`src/rtl/qam_codeword_packer.sv`:
```
// qam_codeword_packer: maps 2/4-bit groups to Q1.15 QPSK/16QAM symbols and packs 16 of them into codeword0/codeword1.
// Latency: cw_valid rises the cycle after the 16th group is accepted. Backpressure: bit_ready is low while the pair waits for cw_ready.
// Build option: define QAM16_EN to honour mod_sel and bit_in[3:2]; otherwise every block is QPSK.
module qam_codeword_packer #(
    parameter int IW   = 16,
    parameter int SYMS = 8
) (
    input  logic                 clk,
    input  logic                 rst_n,
    input  logic                 mod_sel,
    input  logic [3:0]           bit_in,
    input  logic                 bit_valid,
    output logic                 bit_ready,
    output logic [0:SYMS*2*IW-1] codeword0,
    output logic [0:SYMS*2*IW-1] codeword1,
    output logic                 cw_valid,
    input  logic                 cw_ready
);
    localparam int SW = 2 * IW;

    localparam logic [1:0] FILL0 = 2'd0;
    localparam logic [1:0] FILL1 = 2'd1;
    localparam logic [1:0] OUT   = 2'd2;

    localparam logic [IW-1:0] QPSK_P = 16'h5A82;
    localparam logic [IW-1:0] QPSK_N = 16'hA57E;

    logic [1:0]    state;
    logic [2:0]    sc;
    logic          mod_q;
    logic          eff_mod;
    logic          first_grp;
    logic          last_sym;
    logic [IW-1:0] sym_i;
    logic [IW-1:0] sym_q;
    logic [SW-1:0] sym;
    logic [7:0]    sym_base;

    assign bit_ready = (state != OUT);
    assign cw_valid  = (state == OUT);
    assign first_grp = (state == FILL0) && (sc == 3'd0);
    assign last_sym  = (sc == 3'(SYMS - 1));
    assign sym_base  = {sc, 5'b00000};

`ifdef QAM16_EN
    localparam logic [IW-1:0] QAM_P1 = 16'h287A;
    localparam logic [IW-1:0] QAM_N1 = 16'hD786;
    localparam logic [IW-1:0] QAM_P3 = 16'h796E;
    localparam logic [IW-1:0] QAM_N3 = 16'h8692;

    function automatic logic [IW-1:0] qam_lvl(input logic neg, input logic big);
        logic [IW-1:0] v;
        case ({neg, big})
            2'b00:   v = QAM_P1;
            2'b01:   v = QAM_P3;
            2'b10:   v = QAM_N1;
            default: v = QAM_N3;
        endcase
        return v;
    endfunction

    // The first group of a block maps with the live mod_sel; mod_q captures it for the rest.
    assign eff_mod = first_grp ? mod_sel : mod_q;

    always_ff @(posedge clk or negedge rst_n) begin
        if (!rst_n) begin
            mod_q <= 1'b0;
        end else if (first_grp && bit_valid) begin
            mod_q <= mod_sel;
        end
    end
`else
    wire unused_in = &{1'b0, mod_sel, bit_in[3:2]};

    assign mod_q   = 1'b0;
    assign eff_mod = mod_q;
`endif

    always_comb begin
        sym_i = bit_in[0] ? QPSK_N : QPSK_P;
        sym_q = bit_in[1] ? QPSK_N : QPSK_P;
`ifdef QAM16_EN
        if (eff_mod) begin
            sym_i = qam_lvl(bit_in[0], bit_in[2]);
            sym_q = qam_lvl(bit_in[1], bit_in[3]);
        end
`else
        if (eff_mod) begin
            sym_i = QPSK_P;
            sym_q = QPSK_P;
        end
`endif
        sym = {sym_i, sym_q};
    end

    // Codewords are written in place; sc wraps from 7 to 0 on its own at the codeword boundary.
    always_ff @(posedge clk or negedge rst_n) begin
        if (!rst_n) begin
            state     <= FILL0;
            sc        <= 3'd0;
            codeword0 <= '0;
            codeword1 <= '0;
        end else begin
            case (state)
                FILL0: begin
                    if (bit_valid) begin
                        codeword0[sym_base +: SW] <= sym;
                        sc <= sc + 3'd1;
                        if (last_sym) state <= FILL1;
                    end
                end
                FILL1: begin
                    if (bit_valid) begin
                        codeword1[sym_base +: SW] <= sym;
                        sc <= sc + 3'd1;
                        if (last_sym) state <= OUT;
                    end
                end
                OUT: begin
                    if (cw_ready) begin
                        state <= FILL0;
                        sc    <= 3'd0;
                    end
                end
                default: begin
                    state <= FILL0;
                    sc    <= 3'd0;
                end
            endcase
        end
    end
endmodule

```
`config.mk`:
```
export PLATFORM = sky130hd
export DESIGN_NAME = qam_codeword_packer
export DESIGN_NICKNAME = d
export VERILOG_FILES = /design/src/rtl/qam_codeword_packer.sv
export SDC_FILE = /design/constraint.sdc
export NUM_CORES = 1
export LEC_CHECK = 0
export ABC_AREA = 1
export CAP_MARGIN = 30
export CORE_AREA = 2 2 202 204
export CTS_CLUSTER_DIAMETER = 80
export DETAILED_ROUTE_END_ITERATION = 10
export DIE_AREA = 0 0 204 206
export GPL_TIMING_DRIVEN = 0
export PLACE_DENSITY = 0.57
export SLEW_MARGIN = 30
export SYNTH_ARGS = -nofsm -noshare
export SYNTH_HDL_FRONTEND = slang
export SYNTH_SLANG_ARGS = --single-unit
export TNS_END_PERCENT = 10
```
`constraint.sdc`:
```
create_clock -name clk -period 1.39 [get_ports clk]
set_clock_uncertainty 0.15 [all_clocks]
set_input_delay 0.2085 -clock clk [delete_from_list [all_inputs] [get_ports clk]]
set_output_delay 0.2085 -clock clk [all_outputs]
set_load 0.05 [all_outputs]
```
* After elaboration in Yosys (flattened, before gate mapping)
Index checks and enable logic that the tools add are counted.
Storage, ports and cells: bits of input ports 9, register bits 517, word-level logic and storage cells 38
Cells by class: reduce and logical (&&, ||, !) cells 6, multiplexer cells 13, add/sub/neg operators 2, eq/ne operators 10, bitwise gates (word level) 1, shift operators 2
Operators by type and width (number):
- $bwmux 256 | 2
- $shift 257x10->256 const A | 1
- $shiftx 257x10->256 | 1
- $mux 16 | 2
- $mux 2 | 5
- $ne 2x2->1 const B | 5
- $neg 9->10 | 1
- $not 8->9 | 1
- $mux 3 | 2
- $pmux 2 s3 | 1
- $pmux 3 s2 | 1
- $reduce_and 2->1 | 3
- $reduce_and 5->1 | 1
- $ne 2x1->1 const B | 2
- $add 3x1->3 const B | 1
- $eq 3x3->1 const B | 1
- $eq 2x1->1 const B | 1
- $eq 2x2->1 const B | 1
- $logic_not 2->1 | 1
- $reduce_or 2->1 | 1

* Depth between registers and ports, before layout
depth after elaboration 4, mapped depth 7

* Worst setup path before layout
OpenSTA, ideal clock, no wires.
kind flip-flop to output port, from register state[1], to output bit_ready, slack -0.658 ns, cell stages (with the launch flop) 4, arrival 1.689 ns, cell sequence dfrtp_1 inv_2 nor2_1 inv_1
Between the ends: cells in the longest elaborated chain, start to end 1
Ends and longest elaborated chain:
- start, declared | RTL line 28 | logic [1:0] state;
- start signal, assigned | RTL line 99 | state <= FILL0;
- start signal, assigned | RTL line 109 | if (last_sym) state <= FILL1;
- start signal, assigned | RTL line 116 | if (last_sym) state <= OUT;
- $ne 2x2->1 | RTL line 39 | assign bit_ready = (state != OUT);
- end, declared | RTL line 13 | output logic bit_ready,
Every way passes these cells.

* Worst setup path after layout
from register state[0], to output bit_ready
Same word-level chain as after synthesis.

==> flow_summary.rst <==
.. list-table::
   :header-rows: 1

   * - Metric
     - Value
   * - Status
     - complete, but fails checks
   * - Violations in the final reports
     - setup timing
   * - Clock Sink Count
     - 85
   * - Latest clock arrival within the worst-skew pair
     - 0.34 ns
   * - Synthesis-to-layout area growth
     - 105%
   * - GRT Resource Usage Total
     - 0.119
   * - Global route overflow
     - 0
   * - Achievable frequency
     - 632 MHz
   * - Netlist Area Pre-Place
     - 6770 sq um
   * - Average instance area after synthesis
     - 8.03 sq um
   * - Worst hold-check path type
     - input port to asynchronous set/reset pin
   * - Arrival time reported for the critical path endpoint
     - 1.22 ns
   * - TritonCTS clock tree
     - done
   * - Number of clock buffers inserted by TritonCTS
     - 9
   * - Final cycle utilization of the critical path
     - 1.14
   * - Setup repair after global routing missed its margin
     - yes
   * - Antenna Nets Post-Route
     - 0
   * - YS warnings
     - 0
   * - Drt initial violations
     - 152
   * - DIE HEIGHT
     - 206 um
   * - Hold slack final
     - 0.231 ns
   * - Synth top area cells
     - sky130_fd_sc_hd__buf_4 (48%), sky130_fd_sc_hd__dfrtp_1 (31%), sky130_fd_sc_hd__nand2_1 (11%)
   * - Worst setup SP type
     - flop
   * - Crit path time final
     - 1.58 ns
   * - Wire per inst
     - 14.0 um
   * - Worst Setup End Kind
     - output port
   * - Global placement routability congestion
     - 0.717
   * - MaxCap Viol Count
     - 0
   * - DRC violations left
     - 0
   * - Required time at the endpoint of the critical path
     - 1.03 ns
   * - I/O pin total
     - 523
   * - DR pass1 iterations
     - 4
   * - Sequential element share of the synthesized area
     - 0.314
   * - Post-route cell area
     - 13900 sq um
   * - Post-CTS clock slew at the launch and capture registers of the worst setup and hold paths
     - 0.06 ns
   * - Max-slew violation count
     - 0
   * - Top cell type's share of synthesized area
     - 0.479
   * - Core area
     - 40200 sq um
   * - Post-DP Area
     - 12500 sq um
   * - Cell at the root of the clock tree
     - sky130_fd_sc_hd__clkbuf_16
   * - Final worst slack
     - -0.192 ns
   * - Core occupancy in the finished layout
     - 0.345
   * - Proportion of layout cells with a drive suffix above 1
     - 0.788
   * - Initial core utilization
     - 0.168
   * - Via count
     - 6638
   * - Largest net degree at the start of global routing
     - 45
   * - Global-route wire length before repair
     - 37700 um
   * - Number of input and output port buffers inserted
     - 487
   * - Final hold vios
     - 0
   * - Final Setup Violations
     - 533
   * - Aggregate routed wire length
     - 27300 um
   * - Horizontal die dimension
     - 204 um
   * - Count of distinct cell types in the synthesized netlist
     - 21
   * - Total Die Area
     - 42000 sq um
   * - Cell count after synthesis
     - 843
   * - Post-layout net count
     - 1440
   * - TNS Setup
     - -53.02 ns
   * - Antenna violations before repair
     - 2
   * - Total of flip-flops plus latches after synthesis
     - 85
   * - Sum of net half-perimeters after detailed placement
     - 20500 um
   * - Via count of the first global-routing pass
     - 6169
   * - Top fanout value on the critical path
     - 5
   * - Leading area contributor after synthesis
     - sky130_fd_sc_hd__buf_4
   * - Type of the worst setup path
     - flop to output port
   * - Row cnt
     - 74
   * - Worst-case clock buffer depth
     - 2
   * - Average via count per standard cell
     - 3.39
   * - H-Tree Level Count
     - 3
   * - Internal reg-to-reg setup slack
     - -0.14 ns
-- state kept, by name, indices dropped and copies added (netlist names) --
name and flops:
codeword0 40, codeword1 40, sc 3, state 2
-- through the flow --
step / cells / setup slack, ns
after global placement: 1893 / -3.78
after CTS: 1940 / -0.215
after detailed placement: 1894 / -1.08
after floorplan: 874 / -0.0827
after global routing: 1959 / -0.261
final: 1960 / -0.192
-- worst paths after layout --
check	from	endpoint	cells after the start
setup / recovery	state[0]	bit_ready	3
hold reg to reg	codeword0[238]	codeword0[238]	2
min in group clk	bit_valid	state[0]	4
hold / removal	rst_n	codeword0[48]	2
setup reg to reg	sc[1]	codeword1[110]	5
max in group asynchronous	rst_n	codeword0[1]	3
-- cell families after synthesis --
| kind of cell | share of synthesized area |
|---|---|
| and+or+nand+nor | 0.169 |
| buffers and inverters | 0.498 |
| adders and majority gates | 0.0111 |
| AOI/OAI and AO/OA | 0.00702 |
| other | 0.000554 |
| DFF | 0.314 |
-- cells in the mapped netlist --
master / instances
sky130_fd_sc_hd__nand3b_1: 1
sky130_fd_sc_hd__nor2_1: 23
sky130_fd_sc_hd__o21ai_0: 8
sky130_fd_sc_hd__nand2_1: 203
sky130_fd_sc_hd__clkbuf_1: 3
sky130_fd_sc_hd__dfrtp_1: 85
sky130_fd_sc_hd__inv_1: 24
sky130_fd_sc_hd__ha_1: 6
sky130_fd_sc_hd__nor2_4: 1
sky130_fd_sc_hd__o211ai_1: 1
sky130_fd_sc_hd__nor3_1: 12
sky130_fd_sc_hd__nand3_1: 14
sky130_fd_sc_hd__nand3_2: 1
sky130_fd_sc_hd__or2_1: 12
sky130_fd_sc_hd__clkinv_1: 1
sky130_fd_sc_hd__inv_2: 2
sky130_fd_sc_hd__buf_2: 3
sky130_fd_sc_hd__conb_1: 1
sky130_fd_sc_hd__buf_4: 432
sky130_fd_sc_hd__nand4_1: 8
sky130_fd_sc_hd__or2_2: 2
-- worst max-delay path, cell delays in order (launching register included) --
cell,delay [ns]
sky130_fd_sc_hd__dfrtp_2,0.45
sky130_fd_sc_hd__nor2_4,0.23
sky130_fd_sc_hd__inv_2,0.05
sky130_fd_sc_hd__buf_6,0.15
-- placed cells by master, fill, tap and decap left out, types with 3 or more instances in the layout --
cell / count
sky130_fd_sc_hd__inv_4: 3
sky130_fd_sc_hd__buf_6: 288
sky130_fd_sc_hd__ha_4: 5
sky130_fd_sc_hd__buf_12: 11
sky130_fd_sc_hd__nand3_4: 7
sky130_fd_sc_hd__clkbuf_16: 11
sky130_fd_sc_hd__nand2_1: 191
sky130_fd_sc_hd__dfrtp_1: 18
sky130_fd_sc_hd__nand2_2: 10
sky130_fd_sc_hd__conb_1: 32
sky130_fd_sc_hd__buf_8: 47
sky130_fd_sc_hd__nand3_1: 4
sky130_fd_sc_hd__buf_2: 141
sky130_fd_sc_hd__o21ai_0: 7
sky130_fd_sc_hd__nand4_1: 8
sky130_fd_sc_hd__nand3_2: 6
sky130_fd_sc_hd__dfrtp_2: 67
sky130_fd_sc_hd__nor2_2: 4
sky130_fd_sc_hd__nor3_4: 11
sky130_fd_sc_hd__nor2_1: 5
sky130_fd_sc_hd__buf_4: 450
sky130_fd_sc_hd__nor2_4: 15
sky130_fd_sc_hd__clkdlybuf4s15_2: 29
sky130_fd_sc_hd__or2_1: 12
sky130_fd_sc_hd__inv_1: 18
-- cell type report --
| type | count | area, sq um |
|---|---|---|
| Fill cell | 4189 | 26300 |
| Timing Repair Buffer | 538 | 5240 |
| Buffer | 438 | 3470 |
| Sequential cell | 85 | 2210 |
| Multi-Input combinational cell | 326 | 1860 |
| Tap cell | 532 | 666 |
| Clock buffer | 10 | 229 |
| Inverter | 27 | 129 |
| Clock inverter | 3 | 65.1 |
| Antenna cell | 1 | 2.50 |
-- routing by layer --
layer  vias to the layer above  GRT usage  wire (um)
li1                       3287          -          -
met1                      3034      0.135      10300
met2                       288      0.221      14400
met3                        27     0.0296       2240
met4                         2     0.0298        433
met5                         -          0         13
-- what timing repair did --
item	in CTS	in global routing
cloned	0	4
hold buffers	1	0
resized for setup	2710	551
endpoints found under the hold margin	41	0
setup buffers	32	15
pin swaps	2	8
endpoints found under the setup margin	567	563
Power is not shown: default switching activity piles up to over one toggle a cycle in this logic, so the estimate is an artifact.
==> patch (same flow settings) <==
Build with the macro `QAM16_EN` defined.
--- a/src/rtl/qam_codeword_packer.sv
+++ b/src/rtl/qam_codeword_packer.sv
@@ -2,4 +2,6 @@
 // Latency: cw_valid rises the cycle after the 16th group is accepted. Backpressure: bit_ready is low while the pair waits for cw_ready.
 // Build option: define QAM16_EN to honour mod_sel and bit_in[3:2]; otherwise every block is QPSK.
+`define QAM16_EN
+
 module qam_codeword_packer #(
     parameter int IW   = 16,
Function: not settled (the Yosys comparison gave no result); the edit may change what the design does.
==> patch against the original RTL <==
  * Setup slack got worse by 750 ps
  * Maximum frequency fell by 32%
  * Core utilization rose by 17 points
  * Routed wire length rose by 57%
  * Sequential cell count rose by 161
  * Design area rose by 48%
  * Critical path depth rose by 10
  * The flow finishes with violations (hold timing, setup timing)
  * Hold slack got worse by 230 ps
  * Synthesized area rose by 75%
Power is left out: the tool's default activity adds up to more than one toggle a clock period on the data nets, which glitch-free logic cannot reach.
==> patch: results (changes against the original RTL) <==
| Metric | Value |
|---|---|
| Outcome | `complete, but fails checks (unchanged)` |
| Failing checks | `hold timing, setup timing (was setup timing)` |
| Synth Flop Type | `dfrtp_1 (unchanged)` |
| Largest net degree at the start of global routing | `85 (was 45)` |
| Htree depth | `1 (was 3)` |
| Post-synthesis sequential area ratio | `51.88% (was 31.42%)` |
| Max FO, Critical Path | `8 (was 5)` |
| Commonest cells post-synth | `nand2_1, buf_4, dfrtp_1 (was buf_4, nand2_1, dfrtp_1)` |
| Initial DRT Pass Iterations | `5 (was 4)` |
| Routed wire per std cell | `17.35 um (was 13.95 um)` |
| Gr usage total | `19.69% (was 11.87%)` |
| Final hold slack | `-3.615 ps (was 230.6 ps)` |
| HPWL Detailed | `32210 um (was 20490 um)` |
| PnR worst setup slack | `-943.8 ps (was -192.2 ps)` |
| Clk Latency, worst-skew pair | `560 ps (was 340 ps)` |
| Filler cells | `3768 (was 4189)` |
| Fin. max-slew vios | `0 (unchanged)` |
| Port bufs | `490 (was 487)` |
| Clock Pin Slew Worst Setup and Hold Paths | `60 ps (about the same)` |
| Root Buffer | `clkbuf_16 (unchanged)` |
| Min-delay worst type | `input pin to async pin (unchanged)` |
| Synth top area cells | `dfrtp_1, buf_4, nand2_1 (was buf_4, dfrtp_1, nand2_1)` |
| First-pass GRT wire length | `64240 um (was 37710 um)` |
| Worst EP arrival | `2680 ps (was 1220 ps)` |
| Endpoints failing setup | `728 (was 533)` |
| Nets | `1948 (was 1440)` |
| CTS Buf Count | `29 (was 9)` |
| Hold Vio Cnt, Final | `3 (was 0)` |
| 1st-iter DRT viols | `404 (was 152)` |
| FFs w/ async S/R, synth | `100.0% (unchanged)` |
| Initial antenna violation count | `1 (was 2)` |
| Most frequent cell after synthesis | `nand2_1 (was buf_4)` |
| Clock buffer depth | `3 (was 2)` |
| CP max stage delay | `400 ps (was 450 ps)` |
| Unique masters post-synth | `29 (was 21)` |
| Share of layout cells above drive strength 1 | `44.40% (was 78.84%)` |
| Slowest stage cell on the critical path | `dfrtp_1 (was dfrtp_2)` |
| Yosys warnings | `0 (unchanged)` |
| RD Place Congestion | `0.7943 (was 0.7167)` |
| Top flop regs | `codeword0 (120), codeword1 (120), sc (3) (was codeword0 (40), codeword1 (40), sc (3))` |
| Vias post-DR | `10740 (was 6638)` |
| Slew Limit Headroom | `roughly 48%` |
[patch: per-layer routing]
metal  up-vias  track usage, %  wire [um]
met5         -               0          0
met4         0           4.063        646
met3        40           3.642       2579
met1      5232           25.40      18090
met2       323           34.50      21700
li1       5144               -          -
[patch: final timing paths]
check / startpoint / endpoint / slack (ps) / cells past startpoint
setup / recovery: sc[1]$_DFFE_PN0P_ / codeword0[102]$_DFFE_PN0P_ / -940 / 13
hold / removal: rst_n / codeword1[130]$_DFFE_PN0P_ / -4 / 2
setup reg to reg: sc[1]$_DFFE_PN0P_ / codeword0[102]$_DFFE_PN0P_ / -940 / 13
hold reg to reg: codeword0[148]$_DFFE_PN0P_ / codeword0[148]$_DFFE_PN0P_ / 320 / 2
max in group asynchronous: rst_n / codeword1[228]$_DFFE_PN0P_ / 130 / 4
min in group clk: cw_ready / state[1]$_DFFE_PN0P_ / 180 / 3
[patch: kinds of logic (layout without fill, tap and decap cells)]
kind of cell / count (synthesis) / count (layout) / synth area share, %
buf+inv: 369 / 969 / 20.42
compound gates: 145 / 145 / 6.168
flops: 246 / 246 / 51.88
fa+ha+maj: 14 / 14 / 1.476
other cells: 1 / 33 / 0.03160
simple gates: 540 / 540 / 20.02
[patch: metrics by stage]
step / instances / hold slack [ps] / setup WS (ps) / instance area [um2] / setup TNS [ps]
3_3_place_gp: 2368 / 305.1 / -11640 / 17860 / -3000740
6_report: 2479 / -3.615 / -943.8 / 20570 / -386160
5_1_grt: 2479 / 17.87 / -1011 / 20570 / -431970
2_1_floorplan: 1346 / -237.1 / -655.7 / 12290 / -135400
4_1_cts: 2466 / -27.09 / -909.6 / 20110 / -463370
3_5_place_dp: 2371 / -29.95 / -1518 / 17950 / -378830
[patch: final cells by class]
class                   count  area, um2  area share [%]
clock buffers              44      842.1           4.093
diodes                      1      2.502         0.01216
plain buffers             323       2531           12.30
multi-input cells         731       4257           20.69
clock inverters             8      103.9          0.5048
well taps                 532      665.6           3.235
repair buffers            548       5754           27.97
inverters                  46      240.2           1.168
flip-flops and latches    246       6177           30.02
[patch: worst max-delay path, delay by kind of cell, from the launching register on]
kind / cells / cell delay, ps
buffers and inverters: 5 / 500
AND/OR/NAND/NOR: 7 / 1070
adder cells (fa/ha/maj): 1 / 130
flip-flops: 1 / 400
[patch: repair_timing]
| item | CTS | global route |
|---|---|---|
| endpoints found under the hold margin | 188 | 0 |
| setup buffers | 40 | 11 |
| gates resized for setup | 591 | 443 |
| pin swaps | 43 | 22 |
| hold buffers | 1 | 0 |
| setup endpoints to repair | 728 | 785 |
| cloned | 2 | 1 |
